### src/rtl/alu_pkg.sv
// rtl/alu_pkg.sv - shared encodings for the ALU-control decoder
package alu_pkg;

  // Operation class driven by the main control unit
  localparam logic [2:0] ALUOP_MEM = 3'b000;  // load/store/AUIPC address add
  localparam logic [2:0] ALUOP_BR  = 3'b001;  // branch compare via subtract
  localparam logic [2:0] ALUOP_R   = 3'b010;  // register-register arithmetic
  localparam logic [2:0] ALUOP_LUI = 3'b011;  // datapath zeroes operand A, ALU adds
  localparam logic [2:0] ALUOP_I   = 3'b100;  // register-immediate arithmetic

  // ALU operation select
  localparam logic [2:0] ALU_ADD = 3'b000;
  localparam logic [2:0] ALU_SUB = 3'b001;
  localparam logic [2:0] ALU_AND = 3'b010;
  localparam logic [2:0] ALU_OR  = 3'b011;
  localparam logic [2:0] ALU_XOR = 3'b100;
  localparam logic [2:0] ALU_SLT = 3'b101;
  localparam logic [2:0] ALU_SLL = 3'b110;
  localparam logic [2:0] ALU_SRL = 3'b111;

  // Instruction funct3 values for the arithmetic classes
  localparam logic [2:0] F3_ADD  = 3'b000;
  localparam logic [2:0] F3_SLL  = 3'b001;
  localparam logic [2:0] F3_SLT  = 3'b010;
  localparam logic [2:0] F3_SLTU = 3'b011;
  localparam logic [2:0] F3_XOR  = 3'b100;
  localparam logic [2:0] F3_SRL  = 3'b101;
  localparam logic [2:0] F3_OR   = 3'b110;
  localparam logic [2:0] F3_AND  = 3'b111;

endpackage

### src/rtl/alu_decode_table.sv
// rtl/alu_decode_table.sv - combinational ALUOP/funct3 to ALU select decode
module alu_decode_table
  import alu_pkg::*;
(
  input  logic [2:0] ALUOP,
  input  logic [2:0] funct3,
  output logic [2:0] ctl_d,
  output logic       illegal_d
);

  // funct3 table shared by the R-type and I-type classes
  logic [2:0] f3_ctl;
  logic       f3_ill;

  // Arithmetic funct3 decode; SLTU is unsupported and degrades to SLT
  always_comb begin
    f3_ctl = ALU_ADD;
    f3_ill = 1'b0;
    case (funct3)
      F3_ADD:  f3_ctl = ALU_ADD;
      F3_SLL:  f3_ctl = ALU_SLL;
      F3_SLT:  f3_ctl = ALU_SLT;
      F3_SLTU: begin
        f3_ctl = ALU_SLT;
        f3_ill = 1'b1;
      end
      F3_XOR:  f3_ctl = ALU_XOR;
      F3_SRL:  f3_ctl = ALU_SRL;
      F3_OR:   f3_ctl = ALU_OR;
      F3_AND:  f3_ctl = ALU_AND;
      // Reached only on X/Z funct3: fall back to a flagged ADD
      default: begin
        f3_ctl = ALU_ADD;
        f3_ill = 1'b1;
      end
    endcase
  end

  // Class decode; reserved classes and unknown inputs give a flagged ADD
  always_comb begin
    ctl_d     = ALU_ADD;
    illegal_d = 1'b0;
    case (ALUOP)
      ALUOP_MEM: ctl_d = ALU_ADD;
      ALUOP_BR:  ctl_d = ALU_SUB;
      ALUOP_LUI: ctl_d = ALU_ADD;
      ALUOP_R, ALUOP_I: begin
        ctl_d     = f3_ctl;
        illegal_d = f3_ill;
      end
      default: begin
        ctl_d     = ALU_ADD;
        illegal_d = 1'b1;
      end
    endcase
  end

endmodule

### src/rtl/alu_decode.sv
// rtl/alu_decode.sv - registered ALU-control decoder, one-cycle latency
module alu_decode
  import alu_pkg::*;
(
  input  logic       clk,
  input  logic       rst,
  input  logic [2:0] ALUOP,
  input  logic [2:0] funct3,
  output logic [2:0] ALU_Control,
  output logic       illegal
);

  logic [2:0] ctl_d;
  logic       illegal_d;
  logic [2:0] ctl_q;
  logic       illegal_q;

  alu_decode_table u_table (
    .ALUOP     (ALUOP),
    .funct3    (funct3),
    .ctl_d     (ctl_d),
    .illegal_d (illegal_d)
  );

  // Output stage; reset forces ADD/legal without waiting for a clock
  always_ff @(posedge clk or posedge rst) begin
    if (rst) begin
      ctl_q     <= ALU_ADD;
      illegal_q <= 1'b0;
    end else begin
      ctl_q     <= ctl_d;
      illegal_q <= illegal_d;
    end
  end

  assign ALU_Control = ctl_q;
  assign illegal     = illegal_q;

endmodule

### config.mk
export PLATFORM = sky130hd
export DESIGN_NAME = alu_decode
export DESIGN_NICKNAME = d
export VERILOG_FILES = /design/src/rtl/alu_pkg.sv /design/src/rtl/alu_decode_table.sv /design/src/rtl/alu_decode.sv
export SDC_FILE = /design/constraint.sdc
export NUM_CORES = 1
export LEC_CHECK = 0
export BUFFER_PORTS_ARGS = -buffer_cell sky130_fd_sc_hd__buf_4
export CORE_AREA = 3 3 40 42
export CTS_CLUSTER_SIZE = 28
export DETAILED_ROUTE_END_ITERATION = 8
export DIE_AREA = 0 0 43 45
export GPL_ROUTABILITY_DRIVEN = 0
export GPL_TIMING_DRIVEN = 0
export PLACE_DENSITY = 0.46
export SETUP_SLACK_MARGIN = 0.2
export SYNTH_ARGS = -nofsm -noshare
export SYNTH_HDL_FRONTEND = slang
export SYNTH_SLANG_ARGS = --single-unit
### constraint.sdc
create_clock -name clk -period 0.8 [get_ports clk]
set_input_delay 0.04 -clock clk [delete_from_list [all_inputs] [get_ports clk]]
set_output_delay 0.04 -clock clk [all_outputs]
set_load 0.01 [all_outputs]
Word-level counts from Yosys, hierarchy flattened

Cells that the tools add are included.

Register bits after elaboration: 4
Latch bits: 0
Memory bits (writable): 0
ROM bits: 0
Input port bits: 8
Memories kept: 0

Add/subtract/negate cells: 0
Multiply operators: 0
Divide/modulo/power cells: 0
Order comparisons: 0
Eq/ne operators: 11
Shift operators: 0
Muxes and demuxes: 4
Bitwise gates (word level): 0
Reduce and logical (&&, ||, !) cells: 5

Operator list:

| operator                                                               | count |
|---|---|
| 3-bit one-hot mux with 7 select lines                                  | 1 |
| 3-bit equality test (second input constant)                            | 5 |
| 3-bit by 2-bit equality test with 1-bit output (second input constant) | 4 |
| 3-bit by 1-bit equality test with 1-bit output (second input constant) | 2 |
| 3-bit zero test                                                        | 2 |
| 3-bit one-hot mux with 2 select lines                                  | 1 |
| 2-bit OR reduction                                                     | 2 |
| 3-bit OR reduction                                                     | 1 |
| 1-bit one-hot mux with 2 select lines                                  | 1 |
| 1-bit two-way mux                                                      | 1 |

Logic depth before layout (Yosys ltp)

Gate-level depths: netlist (run 1).

Word-level depth: 4
Gate-level depth with buffers: 3
Depth with buffers taken out: 3

By module

Synthesis (run 1) repeated with hierarchy kept, for this count alone.

Cell total of the unflattened synthesis: 24
Area total of the unflattened synthesis: 219.0 um^2

Modules (own cells, without submodules):

| module           | instances | cells each | area each (um^2) | sequential area each (um^2) |
|---|---|---|---|---|
| alu_decode_table | 1         | 19         | 115.1            | 0.0 |
| alu_decode       | 1         | 5          | 103.8            | 100.1 |

Worst setup path before layout (run 1)

OpenSTA, ideal clock, no wires.

Kind: input to register
Start: input ALUOP[2]
End: register ctl_q[0], in the netlist ALU_Control[0]
Arrival time: 446 ps
Required time: 717 ps
Slack: 272 ps
Stages: 2
Cells stage by stage: or3_1 > o21ai_0

Word-level cells in the longest chain between the ends: 3
Elaborated cells on any way between the ends: 5

Ends and longest elaborated chain:

| element                                                                               | line                   | source |
|---|---|---|
| start: declaration                                                                    | alu_decode.sv:7        | `input logic [2:0] ALUOP,` |
| 3-bit by 2-bit equality test with 1-bit output or 3-bit equality test (tied branches) | alu_decode_table.sv:43 | `case (ALUOP)` |
| 2-bit OR reduction                                                                    | alu_decode_table.sv:43 |  |
| 3-bit one-hot mux with 2 select lines *                                               | alu_decode_table.sv:43 |  |
| via ctl_d[0]                                                                          | alu_decode.sv:13       | `logic [2:0] ctl_d;` |
| end signal: assignment                                                                | alu_decode.sv:31       | `ctl_q <= ctl_d;` |
| end: declaration                                                                      | alu_decode.sv:15       | `logic [2:0] ctl_q;` |

Mark *: on every way through the listed nets, which the timed path passes. The rest lies on a longest branch.

Final worst setup path (run 1)

Start: register ctl_q[2], in the netlist ALU_Control[2]
End: output ALU_Control[2]

RTL lines:

| element          | line            | source |
|---|---|---|
| end: declaration | alu_decode.sv:9 | `output logic [2:0] ALU_Control,` |

No word-level cell between the ends.

==> flow_metrics.env, run 1 <==
export IMPL_outcome="finished clean"
export IMPL_critical_path_cell_chain="buf_6"
export IMPL_synth_area_mux_share=0.05096
export IMPL_routed_via_count=192
export IMPL_min_delay_path_class="in2reg"
export IMPL_remaining_drc_errors=0
export IMPL_dp_cells=46
export IMPL_clkSlewWorstSetupHoldPaths_ns=0.04
export IMPL_post_synth_top_count_cell="sky130_fd_sc_hd__dfrtp_1"
export IMPL_setup_worst_path_end_class="output port"
export IMPL_synth_top_family_by_area="compound AO/OA/AOI/OAI gates"
export IMPL_global_route_overflow_total=0
export IMPL_netlist_instances=20
export IMPL_rows=13
export IMPL_antenna_found_initial=0
export IMPL_die_area_um2=1935
export IMPL_first_global_vias=207
export IMPL_hold_viol=0
export IMPL_path_buf_inv=1
export IMPL_route_detailed_wl_per_inst_um=8.840
export IMPL_synth_top_cells_by_count="4 x sky130_fd_sc_hd__dfrtp_1, 3 x sky130_fd_sc_hd__nand2_1, 2 x sky130_fd_sc_hd__inv_1, 2 x sky130_fd_sc_hd__o21ai_0, 2 x sky130_fd_sc_hd__xor2_1"
export IMPL_power_density_nw_per_um2=1695
export IMPL_post_dp_hpwl_um=364.8
export IMPL_synth_largest_type_area_fraction=0.5096
export IMPL_number_of_setup_buffers_added_after_cts=0
export IMPL_fin_ws_ns=0.04947
export IMPL_cp_start_kind="flop"
export IMPL_grt_usage=0.06025
export IMPL_xor_xnor_portion_of_the_synthesized_cell_area=0.08917
export IMPL_sequential_fraction_of_the_synthesis_area=0.5096
export IMPL_compound_gate_portion_of_the_synthesized_area=0.1783
export IMPL_hold_slack_ns=0.03699
export IMPL_ys_warn_count=0
export IMPL_setup_viol=0
export IMPL_min_period_ns=0.7505
export IMPL_ys_top_cells_by_area="sky130_fd_sc_hd__dfrtp_1 51%, sky130_fd_sc_hd__xor2_1 8.9%, sky130_fd_sc_hd__a211oi_2 6.4%"
export IMPL_period_share=0.9382
export IMPL_cts_tree="done"
export IMPL_floorplan_initialDensity=0.1529
export IMPL_slew_violations=0
export IMPL_maxCapViolations=0
export IMPL_finalNonFillerCells=50
export IMPL_average_cell_area_after_synthesis_um2=9.822
export IMPL_drtAntennaViolNets=0
export IMPL_drt_vias_per_instance=3.840
export IMPL_htree_levels=1
export IMPL_dr_pass1_iters=2
export IMPL_drt_total_wl_um=442
export IMPL_dr_first_iter_drc_count=1
export IMPL_synth_net_count=28
export IMPL_synthFlopType="sky130_fd_sc_hd__dfrtp_1"
export IMPL_setup_worst_path_class="reg2out"
export IMPL_count_of_unique_library_cells_instantiated_by_yosys=12
export IMPL_synth_edf_count=0
export IMPL_max_clock_path_buffers=2
export IMPL_worstMarginPinSlew_ns=0.2463
export IMPL_drive_gt1_frac=0.4286
export IMPL_clock_fmax_ghz=1.332
export IMPL_irDropWorstVdd_mv=0.3555
export IMPL_pre_cts_slack_ns=0.06982
export IMPL_grt_start_max_net_pins=6
export IMPL_die_width_um=43
export IMPL_post_route_util=0.2687
export IMPL_synthArstFlopShare=1.000
export IMPL_buffer_ports_inserted=11
export IMPL_netlist_top_cell_by_area="sky130_fd_sc_hd__dfrtp_1"
export IMPL_critical_path_slowest_cell="sky130_fd_sc_hd__dfrtp_1"
export IMPL_crit_path_max_fanout=1
export IMPL_path_delay_family="flip-flops"
export IMPL_critical_path_max_stage_delay_ns=0.36
export IMPL_cellLeakagePower_nw=0.1706
export IMPL_synth_simple_gate_area_frac=0.1338
export IMPL_synth_seq_cells=4
export IMPL_die_height_um=45
export IMPL_tritoncts_num_buffers=3
export IMPL_post_synth_instance_area_um2=196.4
export IMPL_grt_pass1_wl_um=759
export IMPL_num_antenna_cells=0
export IMPL_fin_nets=45
export IMPL_timing_slew_headroom=0.8344
export IMPL_clkSinkCount=4
export IMPL_adder_cell_share_of_the_synthesized_area=0
export IMPL_fin_tns_setup_ns=0
export IMPL_worstPathArrival_ns=0.71
export IMPL_io_pins=12
export IMPL_synthToLayoutAreaGrowth_pct=75.80
export IMPL_setup_repair_after_global_routing_missed_its_margin="true"
export IMPL_core_area_um2=1285
export IMPL_clock_tree_root_cell="sky130_fd_sc_hd__clkbuf_4"
export IMPL_critPathRequiredTime_ns=0.76
## worst paths after layout
kind,startpoint,end,slack (ns),cells after the start
min,funct3[2],ALU_Control[2],0.04,2
max,ALU_Control[2],ALU_Control[2],0.05,1
max in group asynchronous,rst,ALU_Control[0],0.40,3
min in group asynchronous,rst,ALU_Control[2],0.26,3
## layout by cell type, fill, tap and decap left out, drive strengths merged
cell / netlist / layout
o31ai: 1 / 1
mux2i: 1 / 1
buf: 0 / 11
a211oi: 1 / 1
xor2: 2 / 2
nor2: 1 / 1
o21ai: 2 / 2
dlygate4sd3: 0 / 1
inv: 2 / 2
nand2: 3 / 3
a21oi: 1 / 1
or3: 1 / 1
dfrtp: 4 / 4
nor3: 1 / 1
clkbuf: 0 / 3
## cell families after synthesis
logic type,Yosys count
xor+xnor,2
mux,1
simple gates,6
flops,4
buf+inv,2
compound gates,5
## metal layers
| layer | vias to the layer above | wire, um | global-route usage |
|---|---|---|---|
| met4 | 0 | 0 | 0.07229 |
| met5 | - | 0 | 0 |
| met2 | 12 | 196 | 0.08383 |
| met3 | 0 | 76 | 0.03586 |
| met1 | 81 | 169 | 0.05623 |
| li1 | 99 | - | - |
## stage by stage
| stage | instance area (um2) | power, mW |
|---|---|---|
| 2_1_floorplan | 196.4 | 0.2667 |
| 3_3_place_gp | 297.8 | 0.3297 |
| 3_5_place_dp | 297.8 | 0.3356 |
| 4_1_cts | 345.3 | 0.6031 |
| 5_1_grt | 345.3 | 0.6227 |
| 6_report | 345.3 | 0.5853 |
## layout make-up
| cell class | count | area, um2 |
|---|---|---|
| clock buffer | 3 | 22.52 |
| sequential | 4 | 100.1 |
| multi-input combinational | 14 | 88.84 |
| fill | 148 | 939.7 |
| tap | 15 | 18.77 |
| inverter | 2 | 7.507 |
| timing repair buffer | 12 | 107.6 |
## repair_timing
action | 4_1_cts | 5_1_grt
hold buffers | 1 | 0
endpoints found under the setup margin | 4 | 4
gates resized for setup | 4 | 0
hold endpoints to repair | 4 | 0
## power by group
part	internal [mW]	switching, mW	total, mW
Combinational	0.0697	0.0525	0.122
Clock	0.167	0.0711	0.238
Sequential	0.218	0.00650	0.225
## flip-flops by register name, summed over array words and instances (netlist names)
name / count
ALU_Control: 3
illegal: 1
No activity file was read; power rests on OpenSTA's default activity.
==> inputs of run 2 (changes only) <==
PLACE_DENSITY = not set   (was 0.46)
==> run 2 against run 1 <==
  * Cell count unchanged
  * Die area unchanged
  * Clock power rose by 2%
  * Largest cell class unchanged
  * Largest power group unchanged
==> flow_metrics.env, run 2 (synthesis gave the netlist of run 1 again) <==
export IMPL_worstPathArrival_ns=0.71
export IMPL_num_antenna_cells=0
export IMPL_cellLeakagePower_nw=0.1706
export IMPL_met2WireLength_um=169
export IMPL_worstMarginPinSlew_ns=0.1985
export IMPL_htree_levels=1
export IMPL_core_area_um2=1285
export IMPL_outcome="finished clean"
export IMPL_slew_violations=0
export IMPL_post_route_util=0.2687
export IMPL_grt_pass1_wl_um=621
export IMPL_fin_nets=45
export IMPL_mostFrequentLayoutCell="sky130_fd_sc_hd__buf_4"
export IMPL_finalNonFillerCells=50
export IMPL_max_clock_path_buffers=2
export IMPL_drtAntennaViolNets=0
export IMPL_hold_viol=0
export IMPL_hold_path_startpoint="funct3[2]"
export IMPL_number_of_setup_buffers_added_after_cts=0
export IMPL_irDropWorstVdd_mv=0.3354
export IMPL_path_delay_family="flip-flops"
export IMPL_power_density_nw_per_um2=1703
export IMPL_buffer_ports_inserted=11
export IMPL_setup_worst_path_class="reg2out"
export IMPL_path_buf_inv=1
export IMPL_grt_start_max_net_pins=6
export IMPL_critical_path_slowest_cell="sky130_fd_sc_hd__dfrtp_1"
export IMPL_rows=13
export IMPL_dr_first_iter_drc_count=2
export IMPL_fin_tns_setup_ns=0
export IMPL_min_period_ns=0.7514
export IMPL_global_route_overflow_total=0
export IMPL_detail_route_wirelength_met1_um=172
export IMPL_io_pins=12
export IMPL_die_height_um=45
export IMPL_most_common_layout_cells="7 x sky130_fd_sc_hd__buf_4, 4 x sky130_fd_sc_hd__dfrtp_1, 4 x sky130_fd_sc_hd__buf_6"
export IMPL_grt_usage=0.04929
export IMPL_period_share=0.9392
export IMPL_clock_tree_root_cell="sky130_fd_sc_hd__clkbuf_4"
export IMPL_critPathRequiredTime_ns=0.76
export IMPL_crit_path_max_fanout=1
export IMPL_min_to="ALU_Control[2]"
export IMPL_drt_total_wl_um=393
export IMPL_timing_slew_headroom=0.8667
export IMPL_finalPower_mw=0.5882
export IMPL_cp_start_kind="flop"
export IMPL_clkSinkCount=4
export IMPL_critical_path_cell_chain="buf_6"
export IMPL_dr_wl_met3_um=37
export IMPL_cts_tree="done"
export IMPL_remaining_drc_errors=0
export IMPL_number_of_flip_flops_in_the_largest_register=3
export IMPL_clock_fmax_ghz=1.331
export IMPL_top_layer="met4"
export IMPL_min_delay_path_class="in2reg"
export IMPL_first_global_vias=185
export IMPL_setup_worst_path_end_class="output port"
export IMPL_antenna_found_initial=0
export IMPL_dr_pass1_iters=2
export IMPL_drt_vias_per_instance=3.720
export IMPL_timing_hold_worst_path_depth=2
export IMPL_tritoncts_num_buffers=3
export IMPL_setup_viol=0
export IMPL_critical_path_max_stage_delay_ns=0.36
export IMPL_dp_cells=46
export IMPL_clkSlewWorstSetupHoldPaths_ns=0.04
export IMPL_die_width_um=43
export IMPL_synthToLayoutAreaGrowth_pct=75.80
export IMPL_die_area_um2=1935
export IMPL_setup_repair_after_global_routing_missed_its_margin="true"
export IMPL_drive_gt1_frac=0.4286
export IMPL_route_detailed_wl_per_inst_um=7.860
export IMPL_routed_via_count=186
export IMPL_maxCapViolations=0
export IMPL_floorplan_initialDensity=0.1529
## run 2: cell counts in the layout (fill, tap and decap cells not counted)
Identical to the previous run, type by type.
## run 2: area by class of cell
cell class	count	area, um2
fill	133	939.7
timing repair buffer	12	107.6
sequential	4	100.1
multi-input combinational	14	88.84
clock buffer	3	22.52
tap	15	18.77
inverter	2	7.507
## run 2: where the power goes
part           total (mW)  switching, mW  internal (mW)
logic               0.120         0.0505         0.0697
registers           0.225        0.00619          0.218
clock network       0.243         0.0760          0.167
## run 2: metal layers
layer / GRT usage / vias up
met5: 0 / -
met4: 0.09036 / 0
met3: 0.01195 / 2
met2: 0.06287 / 11
met1: 0.04866 / 74
li1: - / 99
## run 2: worst max path at each step
stage / from / to / slack, ns / cells past startpoint
2_1_floorplan: ALUOP[2] / ALU_Control[0] / 0.27 / 2
3_3_place_gp: ALUOP[2] / ALU_Control[2] / 0.09 / 4
3_5_place_dp: ALUOP[2] / ALU_Control[2] / 0.09 / 4
4_1_cts: ALU_Control[0] / ALU_Control[0] / 0.03 / 1
5_1_grt: ALU_Control[0] / ALU_Control[0] / 0.02 / 1
6_report: ALU_Control[0] / ALU_Control[0] / 0.05 / 1
## run 2: stage by stage
stage,worst slack (ns),hold slack [ns],instance area [um2]
global placement,0.09414,-0.07046,297.8
detailed placement,0.09487,-0.06565,297.8
global route,0.01936,0.02882,345.3
floorplan,0.2716,-0.1939,196.4
finish,0.04863,0.02870,345.3
CTS,0.03439,0.02043,345.3
## run 2: what timing repair did
| item | 4_1_cts | 5_1_grt |
|---|---|---|
| pin swaps | 0 | 0 |
| hold buffers | 1 | 0 |
| hold endpoints to repair | 4 | 0 |
| gates resized for setup | 4 | 0 |
| setup endpoints to repair | 4 | 4 |
==> inputs of run 3 (changes only) <==
SYNTH_HIERARCHICAL = 1   (was not set)
==> run 3 against run 2 <==
  * Utilization increased by 7.4 points
  * Critical path depth unchanged
  * Sequential share of layout area decreased by 6.3 points
  * Non-clock buffer count up 1
  * Largest power group unchanged
==> flow_metrics.env, run 3 <==
export IMPL_outcome="finished clean"
export IMPL_timing_slew_headroom=0.8233
export IMPL_dr_wl_met3_um=54
export IMPL_critical_path_slowest_cell="sky130_fd_sc_hd__dfrtp_1"
export IMPL_multi_input_area_um2=146.4
export IMPL_detail_route_wirelength_met1_um=220
export IMPL_grt_pass1_wl_um=848
export IMPL_setup_viol=0
export IMPL_power_density_nw_per_um2=1418
export IMPL_first_global_vias=238
export IMPL_setup_worst_path_class="reg2out"
export IMPL_routed_via_count=230
export IMPL_slew_violations=0
export IMPL_finalPower_mw=0.6247
export IMPL_min_delay_path_class="in2reg"
export IMPL_irDropWorstVdd_mv=0.4307
export IMPL_critPathRequiredTime_ns=0.76
export IMPL_synth_top_cells_by_count="4 x sky130_fd_sc_hd__dfrtp_1, 3 x sky130_fd_sc_hd__inv_1, 2 x sky130_fd_sc_hd__a21oi_1, 2 x sky130_fd_sc_hd__nand2b_1, 2 x sky130_fd_sc_hd__nor4_1"
export IMPL_grt_start_max_net_pins=8
export IMPL_tritoncts_num_buffers=3
export IMPL_clkSlewWorstSetupHoldPaths_ns=0.04
export IMPL_n_fill_cell=130
export IMPL_top_layer="met3"
export IMPL_synthFlopType="sky130_fd_sc_hd__dfrtp_1"
export IMPL_drtAntennaViolNets=0
export IMPL_drt_vias_per_instance=4.182
export IMPL_fin_nets=50
export IMPL_dr_first_iter_drc_count=3
export IMPL_path_buf_inv=1
export IMPL_clock_tree_root_cell="sky130_fd_sc_hd__clkbuf_4"
export IMPL_setup_repair_after_global_routing_missed_its_margin="true"
export IMPL_worstPathArrival_ns=0.71
export IMPL_sequential_cell_area_um2=100.1
export IMPL_setup_worst_path_end_class="output port"
export IMPL_synth_net_count=32
export IMPL_synth_seq_cells=4
export IMPL_period_share=0.9355
export IMPL_netlist_top_cell_by_area="sky130_fd_sc_hd__dfrtp_1"
export IMPL_most_common_layout_cells="5 x sky130_fd_sc_hd__buf_6, 4 x sky130_fd_sc_hd__dfrtp_1, 4 x sky130_fd_sc_hd__buf_4"
export IMPL_met2WireLength_um=208
export IMPL_cts_tree="done"
export IMPL_remaining_drc_errors=0
export IMPL_sequential_fraction_of_the_synthesis_area=0.4571
export IMPL_buffer_ports_inserted=11
export IMPL_critical_path_cell_chain="buf_6"
export IMPL_die_width_um=43
export IMPL_maxCapViolations=0
export IMPL_floorplan_initialDensity=0.1704
export IMPL_drive_gt1_frac=0.5250
export IMPL_synthArstFlopShare=1.000
export IMPL_hold_slack_ns=0.02252
export IMPL_clkSinkCount=4
export IMPL_num_antenna_cells=0
export IMPL_grt_usage=0.06192
export IMPL_die_area_um2=1935
export IMPL_min_period_ns=0.7484
export IMPL_mostFrequentLayoutCell="sky130_fd_sc_hd__buf_6"
export IMPL_global_route_overflow_total=0
export IMPL_critical_path_max_stage_delay_ns=0.36
export IMPL_average_cell_area_after_synthesis_um2=9.123
export IMPL_htree_levels=1
export IMPL_dr_pass1_iters=4
export IMPL_post_synth_top_count_cell="sky130_fd_sc_hd__dfrtp_1"
export IMPL_count_of_unique_library_cells_instantiated_by_yosys=16
export IMPL_clock_fmax_ghz=1.336
export IMPL_antenna_found_initial=0
export IMPL_synth_largest_type_area_fraction=0.4571
export IMPL_post_synth_instance_area_um2=219.0
export IMPL_cp_start_kind="flop"
export IMPL_path_delay_family="flip-flops"
export IMPL_drt_total_wl_um=482
export IMPL_hold_viol=0
export IMPL_ys_warn_count=6
export IMPL_io_pins=12
export IMPL_route_detailed_wl_per_inst_um=8.764
export IMPL_ys_top_cells_by_area="sky130_fd_sc_hd__dfrtp_1 46%, sky130_fd_sc_hd__nand2b_1 5.7%, sky130_fd_sc_hd__nor4_1 5.7%"
export IMPL_max_clock_path_buffers=2
export IMPL_synth_edf_count=0
export IMPL_worstMarginPinSlew_ns=0.2645
export IMPL_rows=13
export IMPL_crit_path_max_fanout=1
export IMPL_synthToLayoutAreaGrowth_pct=101.1
export IMPL_netlist_instances=24
export IMPL_die_height_um=45
export IMPL_number_of_flip_flops_in_the_largest_register=3
export IMPL_core_area_um2=1285
export IMPL_cellLeakagePower_nw=0.2066
export IMPL_post_route_util=0.3427
## run 3: cell types whose count changed after synthesis, moves of 2 or more
cell                       delta
sky130_fd_sc_hd__nand2_1      -2
sky130_fd_sc_hd__nor4_1       +2
sky130_fd_sc_hd__nand2b_1     +2
sky130_fd_sc_hd__xor2_1       -2
## run 3: cell type report
cell class | instances | share of cell area
multi-input cells | 17 | 0.3324
repair buffers | 13 | 0.3210
well taps | 15 | 0.04261
clock buffers | 3 | 0.05114
flip-flops and latches | 4 | 0.2273
inverters | 3 | 0.02557
## run 3: worst paths after layout
path | slack [ns] | startpoint | end | depth (start not counted)
worst min-delay path | 0.02 | ALUOP[0] | ALU_Control[2] | 2
worst max-delay path | 0.05 | illegal | illegal | 1
min in group asynchronous | 0.25 | rst | ALU_Control[1] | 3
max in group asynchronous | 0.41 | rst | ALU_Control[0] | 3
## run 3: cell families (layout without fill, tap and decap cells)
logic type	Yosys count	in the layout	synth area share
flip-flops	4	4	0.4572
buffers and inverters	3	19	0.05142
AO/OA/AOI/OAI	6	6	0.1886
AND/OR/NAND/NOR	11	11	0.3029
## run 3: layer usage
metal / track usage / vias up
met5: 0 / -
met2: 0.08383 / 11
li1: - / 120
met3: 0 / 0
met1: 0.07579 / 99
met4: 0.09036 / 0
## run 3: where the power goes
group / leakage [nW] / switching (mW) / internal [mW]
Sequential: 0.0519 / 0.00556 / 0.217
Combinational: 0.141 / 0.0637 / 0.0975
Clock: 0.0138 / 0.0740 / 0.167
## run 3: repair_timing
item,4_1_cts,5_1_grt
pin swaps,4,3
gates cloned,0,0
setup buffers,0,1
hold buffers,1,0
endpoints found under the hold margin,4,0
gates resized for setup,5,9
setup endpoints to repair,5,5
## run 3: metrics by stage
step	setup WS, ns	area, um2	setup TNS, ns	std cells
global route	0.01736	440.4	0	55
CTS	0.03822	394.1	0	54
finish	0.05159	440.4	0	55
global placement	-0.04542	339.1	-0.04542	50
floorplan	0.1109	237.7	0	24
detailed placement	-0.05120	339.1	-0.05176	50
